===== src/rtl/i3c_tgt_pkg.sv =====
// Shared types and constants for the I3C SDR target receiver.
// Imported by the receiver top and its bench-facing logic.
package i3c_tgt_pkg;

    localparam logic [6:0] BROADCAST_ADDR = 7'h7E;
    localparam logic [7:0] CCC_ENTHDR0    = 8'h20;

    typedef enum logic [2:0] {
        ST_IDLE,
        ST_ADDR,
        ST_ACK,
        ST_ACK_HOLD,
        ST_DATA,
        ST_HDR,
        ST_NACK_WAIT
    } rx_state_e;

    typedef enum logic [1:0] {
        HIT_NONE   = 2'b00,
        HIT_BCAST  = 2'b01,
        HIT_STATIC = 2'b10
    } addr_hit_e;

    // A word plus its T bit must carry an odd number of ones.
    function automatic logic odd_parity_bad(input logic [7:0] data, input logic t);
        return ~(^{data, t});
    endfunction

endpackage


===== src/rtl/i3c_bus_cond_det.sv =====
// Pin synchronizer for SCL/SDA with SCL edge and START/STOP detection.
// Detection is masked until the pipeline holds real pin samples after reset.
module i3c_bus_cond_det #(
    parameter int unsigned SYNC_STAGES = 2
) (
    input  logic i_clk,
    input  logic i_rst_n,
    input  logic i_scl,
    input  logic i_sda,
    output logic o_scl_rise,
    output logic o_scl_fall,
    output logic o_start,
    output logic o_stop,
    output logic o_sda_sync
);

    logic [SYNC_STAGES-1:0] scl_sync_q, scl_sync_d;
    logic [SYNC_STAGES-1:0] sda_sync_q, sda_sync_d;
    logic                   scl_prev_q, scl_prev_d;
    logic                   sda_prev_q, sda_prev_d;
    logic [SYNC_STAGES:0]   fill_q, fill_d;
    logic                   scl_s;
    logic                   sda_s;
    logic                   primed;

    assign scl_s  = scl_sync_q[SYNC_STAGES-1];
    assign sda_s  = sda_sync_q[SYNC_STAGES-1];
    assign primed = fill_q[SYNC_STAGES];

    always_comb begin
        scl_sync_d = {scl_sync_q[SYNC_STAGES-2:0], i_scl};
        sda_sync_d = {sda_sync_q[SYNC_STAGES-2:0], i_sda};
        scl_prev_d = scl_s;
        sda_prev_d = sda_s;
        fill_d     = {fill_q[SYNC_STAGES-1:0], 1'b1};
    end

    always_ff @(posedge i_clk or negedge i_rst_n) begin
        if (!i_rst_n) begin
            scl_sync_q <= '1;
            sda_sync_q <= '1;
            scl_prev_q <= 1'b1;
            sda_prev_q <= 1'b1;
            fill_q     <= '0;
        end else begin
            scl_sync_q <= scl_sync_d;
            sda_sync_q <= sda_sync_d;
            scl_prev_q <= scl_prev_d;
            sda_prev_q <= sda_prev_d;
            fill_q     <= fill_d;
        end
    end

    // SDA edges only count as bus conditions while SCL is stably high.
    assign o_scl_rise = primed & scl_s & ~scl_prev_q;
    assign o_scl_fall = primed & ~scl_s & scl_prev_q;
    assign o_start    = primed & scl_s & scl_prev_q & sda_prev_q & ~sda_s;
    assign o_stop     = primed & scl_s & scl_prev_q & ~sda_prev_q & sda_s;
    assign o_sda_sync = sda_s;

endmodule


===== src/rtl/i3c_tgt_sdr_rx.sv =====
// I3C SDR target frame receiver: address match, ACK, T-bit checked words,
// CCC tagging and ENTHDR0 detection.
module i3c_tgt_sdr_rx
    import i3c_tgt_pkg::*;
#(
    parameter logic [6:0]  STATIC_ADDR = 7'h08,
    parameter int unsigned SYNC_STAGES = 2
) (
    input  logic       i_sdr_clk,
    input  logic       i_sdr_rst_n,
    input  logic       i_tgt_en,
    input  logic       i_scl,
    input  logic       i_sda,
    output logic       o_sda_low,
    output logic [7:0] o_rx_data,
    output logic       o_rx_valid,
    output logic       o_rx_ccc,
    output logic       o_parity_err,
    output logic [1:0] o_addr_hit,
    output logic       o_hdr_mode,
    output logic       o_busy
);

    logic scl_rise;
    logic scl_fall;
    logic start_det;
    logic stop_det;
    logic sda_s;

    rx_state_e state_q, state_d;
    addr_hit_e hit_q, hit_d;
    logic [3:0] cnt_q, cnt_d;
    logic [7:0] shreg_q, shreg_d;
    logic       rnw_q, rnw_d;
    logic       first_q, first_d;
    logic       sda_low_q, sda_low_d;
    logic [7:0] rx_data_q, rx_data_d;
    logic       rx_valid_q, rx_valid_d;
    logic       rx_ccc_q, rx_ccc_d;
    logic       perr_q, perr_d;
    logic       hdr_q, hdr_d;
    logic       busy_q, busy_d;

    i3c_bus_cond_det #(
        .SYNC_STAGES(SYNC_STAGES)
    ) u_det (
        .i_clk      (i_sdr_clk),
        .i_rst_n    (i_sdr_rst_n),
        .i_scl      (i_scl),
        .i_sda      (i_sda),
        .o_scl_rise (scl_rise),
        .o_scl_fall (scl_fall),
        .o_start    (start_det),
        .o_stop     (stop_det),
        .o_sda_sync (sda_s)
    );

    always_comb begin
        state_d    = state_q;
        hit_d      = hit_q;
        cnt_d      = cnt_q;
        shreg_d    = shreg_q;
        rnw_d      = rnw_q;
        first_d    = first_q;
        sda_low_d  = sda_low_q;
        rx_data_d  = rx_data_q;
        rx_valid_d = 1'b0;
        rx_ccc_d   = rx_ccc_q;
        perr_d     = perr_q;
        hdr_d      = hdr_q;
        busy_d     = busy_q;

        if (!i_tgt_en) begin
            state_d   = ST_IDLE;
            hit_d     = HIT_NONE;
            cnt_d     = 4'd0;
            shreg_d   = 8'd0;
            rnw_d     = 1'b0;
            first_d   = 1'b0;
            sda_low_d = 1'b0;
            rx_data_d = 8'd0;
            rx_ccc_d  = 1'b0;
            perr_d    = 1'b0;
            hdr_d     = 1'b0;
            busy_d    = 1'b0;
        end else if (stop_det) begin
            state_d   = ST_IDLE;
            hit_d     = HIT_NONE;
            sda_low_d = 1'b0;
            hdr_d     = 1'b0;
            busy_d    = 1'b0;
        end else if (start_det && state_q != ST_HDR) begin
            state_d   = ST_ADDR;
            hit_d     = HIT_NONE;
            cnt_d     = 4'd0;
            shreg_d   = 8'd0;
            sda_low_d = 1'b0;
            busy_d    = 1'b1;
        end else begin
            unique case (state_q)
                ST_ADDR: begin
                    if (scl_rise) begin
                        shreg_d = {shreg_q[6:0], sda_s};
                        cnt_d   = cnt_q + 4'd1;
                        // Eighth bit is RnW; the address is already in shreg.
                        if (cnt_q == 4'd7) begin
                            rnw_d = sda_s;
                            if (shreg_q[6:0] == BROADCAST_ADDR && !sda_s) begin
                                hit_d   = HIT_BCAST;
                                state_d = ST_ACK;
                            end else if (shreg_q[6:0] == STATIC_ADDR) begin
                                hit_d   = HIT_STATIC;
                                state_d = ST_ACK;
                            end else begin
                                state_d = ST_NACK_WAIT;
                            end
                        end
                    end
                end
                ST_ACK: begin
                    if (scl_fall) begin
                        sda_low_d = 1'b1;
                        state_d   = ST_ACK_HOLD;
                    end
                end
                ST_ACK_HOLD: begin
                    if (scl_fall) begin
                        sda_low_d = 1'b0;
                        cnt_d     = 4'd0;
                        first_d   = 1'b1;
                        state_d   = rnw_q ? ST_NACK_WAIT : ST_DATA;
                    end
                end
                ST_DATA: begin
                    if (scl_rise) begin
                        if (cnt_q == 4'd8) begin
                            cnt_d      = 4'd0;
                            first_d    = 1'b0;
                            rx_valid_d = 1'b1;
                            rx_data_d  = shreg_q;
                            perr_d     = odd_parity_bad(shreg_q, sda_s);
                            rx_ccc_d   = first_q && (hit_q == HIT_BCAST);
                            if (rx_ccc_d && shreg_q == CCC_ENTHDR0 && !perr_d) begin
                                hdr_d   = 1'b1;
                                state_d = ST_HDR;
                            end
                        end else begin
                            shreg_d = {shreg_q[6:0], sda_s};
                            cnt_d   = cnt_q + 4'd1;
                        end
                    end
                end
                ST_IDLE, ST_HDR, ST_NACK_WAIT: begin
                end
                default: begin
                    state_d = ST_IDLE;
                end
            endcase
        end
    end

    always_ff @(posedge i_sdr_clk or negedge i_sdr_rst_n) begin
        if (!i_sdr_rst_n) begin
            state_q    <= ST_IDLE;
            hit_q      <= HIT_NONE;
            cnt_q      <= 4'd0;
            shreg_q    <= 8'd0;
            rnw_q      <= 1'b0;
            first_q    <= 1'b0;
            sda_low_q  <= 1'b0;
            rx_data_q  <= 8'd0;
            rx_valid_q <= 1'b0;
            rx_ccc_q   <= 1'b0;
            perr_q     <= 1'b0;
            hdr_q      <= 1'b0;
            busy_q     <= 1'b0;
        end else begin
            state_q    <= state_d;
            hit_q      <= hit_d;
            cnt_q      <= cnt_d;
            shreg_q    <= shreg_d;
            rnw_q      <= rnw_d;
            first_q    <= first_d;
            sda_low_q  <= sda_low_d;
            rx_data_q  <= rx_data_d;
            rx_valid_q <= rx_valid_d;
            rx_ccc_q   <= rx_ccc_d;
            perr_q     <= perr_d;
            hdr_q      <= hdr_d;
            busy_q     <= busy_d;
        end
    end

    assign o_sda_low    = sda_low_q;
    assign o_rx_data    = rx_data_q;
    assign o_rx_valid   = rx_valid_q;
    assign o_rx_ccc     = rx_ccc_q;
    assign o_parity_err = perr_q;
    assign o_addr_hit   = hit_q;
    assign o_hdr_mode   = hdr_q;
    assign o_busy       = busy_q;

endmodule


===== config.mk =====
export PLATFORM = sky130hd
export DESIGN_NAME = i3c_tgt_sdr_rx
export DESIGN_NICKNAME = d
export VERILOG_FILES = /design/src/rtl/i3c_tgt_pkg.sv /design/src/rtl/i3c_bus_cond_det.sv /design/src/rtl/i3c_tgt_sdr_rx.sv
export SDC_FILE = /design/constraint.sdc
export NUM_CORES = 1
export LEC_CHECK = 0
export BUFFER_PORTS_ARGS = -buffer_cell sky130_fd_sc_hd__buf_2
export CAP_MARGIN = 20
export CORE_ASPECT_RATIO = 2
export CORE_MARGIN = 10
export CORE_UTILIZATION = 40
export CTS_BUF_LIST = sky130_fd_sc_hd__clkbuf_4 sky130_fd_sc_hd__clkbuf_8
export DETAILED_ROUTE_END_ITERATION = 10
export GPL_TIMING_DRIVEN = 1
export PLACE_DENSITY = 0.61
export REMOVE_ABC_BUFFERS = 1
export SLEW_MARGIN = 20
export SYNTH_ARGS = -nofsm -noshare
export SYNTH_HDL_FRONTEND = slang
export SYNTH_SLANG_ARGS = --single-unit

===== constraint.sdc =====
create_clock -name i_sdr_clk -period 4.5 [get_ports i_sdr_clk]
set_input_delay 0.9 -clock i_sdr_clk [delete_from_list [all_inputs] [get_ports i_sdr_clk]]
set_output_delay 0.9 -clock i_sdr_clk [all_outputs]
set_load 0.1 [all_outputs]

==> results of run 1 <==
==> cells by family after synthesis <==
kind of cell,count (synthesis),share of synthesized area [%]
buf+inv,18,3.72
mux,13,5.71
flops,42,45.6
other cells,1,0.161
fa+ha+maj,2,1.08
xor+xnor,8,4.74
simple gates,103,22.3
compound gates,52,16.7
==> Yosys cell counts, types with 5 or more instances <==
master	instances	area, um2
dfrtp_1	36	901
dfstp_2	6	158
nand2b_1	5	31.3
mux2i_1	11	110
buf_2	6	30.0
a21oi_1	12	60.1
nand2_1	45	169
nand3_1	8	40.0
inv_1	5	18.8
nor2_1	18	67.6
o21ai_1	6	30.0
==> per-layer routing <==
metal,vias to the layer above,track usage (%)
li1,878,-
met1,889,14.0
met2,69,21.7
met3,27,2.71
met4,0,9.15
met5,-,0
==> worst paths after layout <==
path,slack (ns),depth (start not counted),end
worst max-delay path,2.13,5,o_rx_data[4]
worst min-delay path,0.35,0,u_det.fill_q[2]
max in group asynchronous,3.20,1,state_q[2]
min in group asynchronous,0.72,1,o_rx_valid
worst min register to register,0.35,0,u_det.fill_q[2]
worst max register to register,2.13,5,o_rx_data[4]
==> per-stage QoR <==
step                instances  utilization (%)  instance area [um2]
finish                    315             44.9                 2540
global route              315             44.9                 2540
CTS                       315             44.9                 2540
detailed placement        307             43.0                 2430
global placement          307             43.0                 2430
floorplan                 226                -                 2260
==> layout by cell type (no fill, tap or decap), types with 2 or more instances in the layout <==
master	instances
a211o_1	3
a211oi_1	2
a21oi_1	12
a22oi_1	2
a31oi_1	4
and3_1	3
buf_2	20
clkbuf_8	8
dfrtp_1	36
dfstp_2	6
ha_1	2
inv_1	5
mux2i_1	11
nand2_1	45
nand2b_1	5
nand3_1	8
nand3b_1	4
nand4_1	2
nor2_1	18
nor2b_1	3
o211ai_1	2
o21ai_1	6
o2bb2ai_1	3
o31ai_1	3
xnor2_1	3
xor2_1	2
==> worst register-to-register path, delay by kind of cell, from the launching register on <==
family	cells	cell delay [ns]
simple gates	4	1.48
flops	1	0.66
compound gates	1	0.16
==> sequential cells by signal (all words and copies together) (netlist names), 2 cells and up <==
register / flops
u_det.scl_sync_q: 2
state_q: 3
o_rx_data: 8
o_addr_hit: 2
cnt_q: 4
shreg_q: 8
u_det.sda_sync_q: 2
u_det.fill_q: 3
==> area by class of cell <==
| cell class | instances | area, um2 |
|---|---|---|
| flip-flops and latches | 42 | 1060 |
| fillers | 556 | 3120 |
| clock buffers | 8 | 110 |
| well taps | 61 | 76.3 |
| repair buffers | 20 | 100 |
| multi-input cells | 179 | 1180 |
| inverters | 5 | 18.8 |
==> power groups by stage <==
stage	sequential [mW]	clock, mW	combinational, mW
after floorplan	0.418	0	0.0557
after detailed placement	0.421	0	0.0843
final	0.414	0.285	0.0831
after CTS	0.414	0.293	0.0849
after global routing	0.416	0.307	0.0947
after global placement	0.421	0	0.0831
==> flow_summary.yaml, run 1 <==
outcome:
  status: "finished clean"
power_and_ir_drop:
  p_clk_share_pct: 36.4
  leakagePower_nw: 1.10
  ir_drop_mv: 0.296
  pwr-share-comb_pct: 10.6
  totalPowerFinal_mw: 0.782
  intPower_mw: 0.581
  sw_frac_of_total_pct: 25.7
  power_frac_seq_pct: 52.9
  power_density_nw_per_um2: 308
  p_switching_mw: 0.201
sta:
  final-setup-viol-count: 0
  worst_pin_slew_ns: 0.915
  slew_viol_final: 0
  fin_crit_ns: 2.37
  finalHoldViolCount: 0
  slew_headroom_pct: 39.0
  clock.fmax_mhz: 422
  worst_slack_ns: 2.13
  rsz0062_at_grt: "no"
  skew_ns: 0.00844
  hold_ws_ns: 0.349
  min_period_over_period_pct: 52.6
  fin_setup_tns_ns: 0
cells_and_area:
  drive_gt1_share_pct: 17.7
  syn2layout_area_growth_pct: 9.42
  final_nets: 260
  diodes: 0
routing:
  drc: 0
  drtIter0Drc: 108
  maxUsedRoutingLayer: "met4"
  wl_per_cell_um: 18.6
  antenna_left: 0
  drt_pass1_iterations: 4
  wl_met1_um: 2260
  wl_met2_um: 3040
  routed_wl_um: 5860
  wl_met3_um: 256
  via_per_inst: 5.91
  via_count: 1863
synth:
  async_flop_share_pct: 100
  netlist_area_um2: 2320
  avgSynthCellArea_um2: 9.72
  yosysSeqAreaShare_pct: 45.6
  ys_seq_elements: 42
  synth_cell_type_count: 65
  synth_warnings: 0
  syn_inst: 239
  synth-edff-count: 0
  synthFlopType: "dfrtp_1"
clocking:
  cts_max_path_buffers: 2
  cts.clk_slew.worst_paths_ns: 0.08
  cts-root-buf: "clkbuf_8"
  clk-insertion-delay-late_ns: 0.30
  clkSinkCount: 42
  cts_tree: "built"
  holdBufCountCts: 0
  htreeDepth: 2
  cts_inserted_buffers: 5
  cts_setup_buffers: 0
  post_cts_resized: 0
critical_path:
  cp-end-kind: "flop"
  slowest_delay_ns: 0.66
  path_cells: "nor3b_2, nand2_1, nor2_1, nand2_1, a21oi_1"
  arrival_ns: 2.59
  required_ns: 4.72
  critPathLaunch: "state_q[2]"
  crit_family: "simple AND/OR/NAND/NOR gates"
  crit_path_start_kind: "flop"
  cp_slowest_cell: "dfrtp_1"
  cp_num_buf_inv: 0
  cp_common_cell: "nand2_1"
  timing.rr.start: "state_q[2]"
  path_max_fanout: 15
  crit_type: "flop to flop"
global_route:
  grt_max_degree: 43
  grtUsageTotal_pct: 13.1
  grt_pass1_vias: 1863
  grt_overflow: 0
  grt_pass1_wl_um: 9600
  antenna_found_initial: 0
floorplanning:
  die_h_um: 128
  fp.dieW_um: 73.9
  start_util_pct: 41.0
  core_area_um2: 5660
  dieArea_um2: 9440
  io_pins: 21
  core.rowCount: 39
placed_design:
  io_buffer_count: 20
  gp_congestion: 0.903
  hpwlAfterDp_um: 4340
  dpl_worst_slack_ns: 2.00
worst_hold_path:
  hp-class: "flop to flop"
  hold_start: "u_det.fill_q[1]"
run:
  cap_violations: 0
Power figures use the tool's default switching activity.
==> run 2, diff against run 1 <==
--- a/config.mk
+++ b/config.mk
@@ -5,6 +5,7 @@
 export SDC_FILE = /design/constraint.sdc
 export NUM_CORES = 1
 export LEC_CHECK = 0
+export ABC_AREA = 1
 export BUFFER_PORTS_ARGS = -buffer_cell sky130_fd_sc_hd__buf_2
 export CAP_MARGIN = 20
 export CORE_ASPECT_RATIO = 2
==> constraint.sdc (replaced) <==
create_clock -name i_sdr_clk -period 2.2 [get_ports i_sdr_clk]
set_input_delay 0.44 -clock i_sdr_clk [delete_from_list [all_inputs] [get_ports i_sdr_clk]]
set_output_delay 0.44 -clock i_sdr_clk [all_outputs]
set_load 0.1 [all_outputs]
==> run 2 against run 1 <==
Compared with the run above:
- non-clock buffer count rose by 2
- clock skew fell by 0.00091 ns
- critical path depth rose by 3
- synthesized cell count rose by 16%
- sequential share of layout area fell by 0.37 points
- final cell count rose by 15%
- cell area rose by 0.89%
- largest power group unchanged
- sequential cell count did not move
==> flow_summary.yaml, run 2 <==
cells_and_area:
  drive_gt1_share_pct: 25.5
  final_nets: 308
  syn2layout_area_growth_pct: 13.1
  final_cell_mix: "nand2_1, dfrtp_1, inv_1, nand3_1, nor2_1"
  final_common_cell: "nand2_1"
  diodes: 0
critical_path:
  reg2reg_depth: 8
  path_max_fanout: 8
  ff2ff_setup_slack_ns: 0.28
  cp-end-kind: "flop"
  crit_path_start_kind: "flop"
  crit_type: "flop to flop"
  timing.rr.start: "u_det.scl_sync_q[1]"
  arrival_ns: 2.16
  required_ns: 2.44
  reg2reg_to: "cnt_q[1]"
clocking:
  clk-insertion-delay-late_ns: 0.31
  cts_setup_buffers: 0
  holdBufCountCts: 0
  cts_tree: "built"
  cts_max_path_buffers: 2
  htreeDepth: 2
  cts_inserted_buffers: 5
  clkSinkCount: 42
  cts-root-buf: "clkbuf_8"
  cts.clk_slew.worst_paths_ns: 0.08
  post_cts_resized: 0
routing:
  antenna_left: 0
  routed_wl_um: 5510
  wl_per_cell_um: 15.2
  drc: 0
  drtIter0Drc: 117
  drt_pass1_iterations: 4
  via_per_inst: 5.21
  via_count: 1887
placed_design:
  gp_congestion: 0.860
  hpwlAfterDp_um: 4220
  io_buffer_count: 20
sta:
  worst_pin_slew_ns: 0.527
  slew_headroom_pct: 64.9
  fin_crit_ns: 1.92
  final-setup-viol-count: 0
  min_period_over_period_pct: 87.2
  finalHoldViolCount: 0
  skew_ns: 0.00754
  clock.fmax_mhz: 521
  rsz0062_at_grt: "no"
  slew_viol_final: 0
  fin_setup_tns_ns: 0
synth:
  netlist_area_um2: 2270
  ys_seq_elements: 42
  avgSynthCellArea_um2: 8.16
  synth-edff-count: 0
  yosysSeqAreaShare_pct: 46.7
  ys_top_cells_by_area: "dfrtp_1, nand2_1, dfstp_2"
  yosysTopAreaCell: "dfrtp_1"
  yosysTopAreaCellShare_pct: 39.7
  yosys.cell_count.top_type: "nand2_1"
  async_flop_share_pct: 100
  synth_cell_type_count: 36
  syn_inst: 278
  synth_warnings: 0
  synthFlopType: "dfrtp_1"
  synth_commonest_cells: "nand2_1, dfrtp_1, inv_1, nand3_1, nor2_1"
global_route:
  use_met2_pct: 23.1
  grt_pass1_vias: 1920
  grt_busiest_layer: "met2"
  met3_usage_pct: 3.04
  antenna_found_initial: 0
  grt_overflow: 0
  grt_max_degree: 43
  use_met1_pct: 12.0
  grtUsageTotal_pct: 12.8
  grt_pass1_wl_um: 9230
floorplanning:
  io_pins: 21
  fp.dieW_um: 73.2
  dieArea_um2: 9260
  start_util_pct: 41.5
  core.rowCount: 38
  die_h_um: 126
  core_area_um2: 5470
power_and_ir_drop:
  pwr-share-comb_pct: 31.0
  p_switching_mw: 0.944
  power_density_nw_per_um2: 964
  p_clk_share_pct: 29.7
  leakagePower_nw: 1.25
  totalPowerFinal_mw: 2.47
  sw_frac_of_total_pct: 38.2
  intPower_mw: 1.53
  power_frac_seq_pct: 39.3
  ir_drop_mv: 0.632
outcome:
  status: "finished clean"
run:
  cap_violations: 0
worst_hold_path:
  hp-class: "input port to async pin"
-- run 2: power by group through the flow --
stage	Sequential, mW	Clock [mW]	Combinational [mW]
3_3_place_gp	0.981	0	0.761
6_report	0.970	0.734	0.767
2_1_floorplan	1.13	0	0.435
3_5_place_dp	0.984	0	0.767
5_1_grt	0.984	0.789	0.856
4_1_cts	0.970	0.755	0.768
-- run 2: per-layer routing --
metal  part of all wire, %  vias to the layer above
li1                      -                      950
met4                   5.0                        0
met3                   3.0                       14
met1                    36                      897
met5                     0                        -
met2                    56                       26
-- run 2: cells by family (layout without fill, tap and decap cells) --
kind of cell / after synthesis / count (layout) / synth area share [%]
simple gates: 152 / 152 / 32.4
fa+ha+maj: 2 / 2 / 1.10
compound gates: 40 / 40 / 11.9
flops: 42 / 42 / 46.7
other cells: 1 / 1 / 0.165
xor+xnor: 1 / 1 / 0.386
buf+inv: 40 / 64 / 7.40
-- run 2: cell type report --
type                       instances  area (um2)
fill                             520        2900
sequential                        42        1060
multi-input combinational        196        1050
inverter                          34         130
timing repair buffer              22         115
tap                               60        75.1
clock buffer                       5        68.8
clock inverter                     3        68.8
-- run 2: worst max path at each step --
stage,start,end,slack [ns],cells after the start
6_report,u_det.scl_sync_q[1],cnt_q[1],0.28,8
5_1_grt,u_det.scl_sync_q[1],cnt_q[0],0.08,8
4_1_cts,u_det.scl_sync_q[1],shreg_q[7],0.14,9
3_5_place_dp,u_det.scl_sync_q[1],shreg_q[3],0.16,9
3_3_place_gp,u_det.scl_sync_q[1],shreg_q[7],0.20,9
2_1_floorplan,o_addr_hit[0],state_q[2],0.32,7
-- run 2: worst max-delay path, stage by stage, from the launching register on --
cell,delay [ns]
dfstp_2,0.56
nand3b_1,0.20
nand2_1,0.20
nor2_1,0.09
a31oi_1,0.22
nor2_1,0.11
nor3_4,0.29
nand2_1,0.09
o21ai_1,0.09
-- run 2: stage by stage --
stage                     util (%)  hold slack [ns]  std cells  area [um2]  setup slack, ns
after detailed placement      44.3            0.348        354        2420            0.162
after floorplan                  -            0.144        272        2230            0.323
after global placement        44.3            0.332        354        2420            0.199
after CTS                     46.8            0.211        362        2560            0.142
final                         46.9            0.183        362        2560            0.281
after global routing          46.9            0.201        362        2560           0.0846
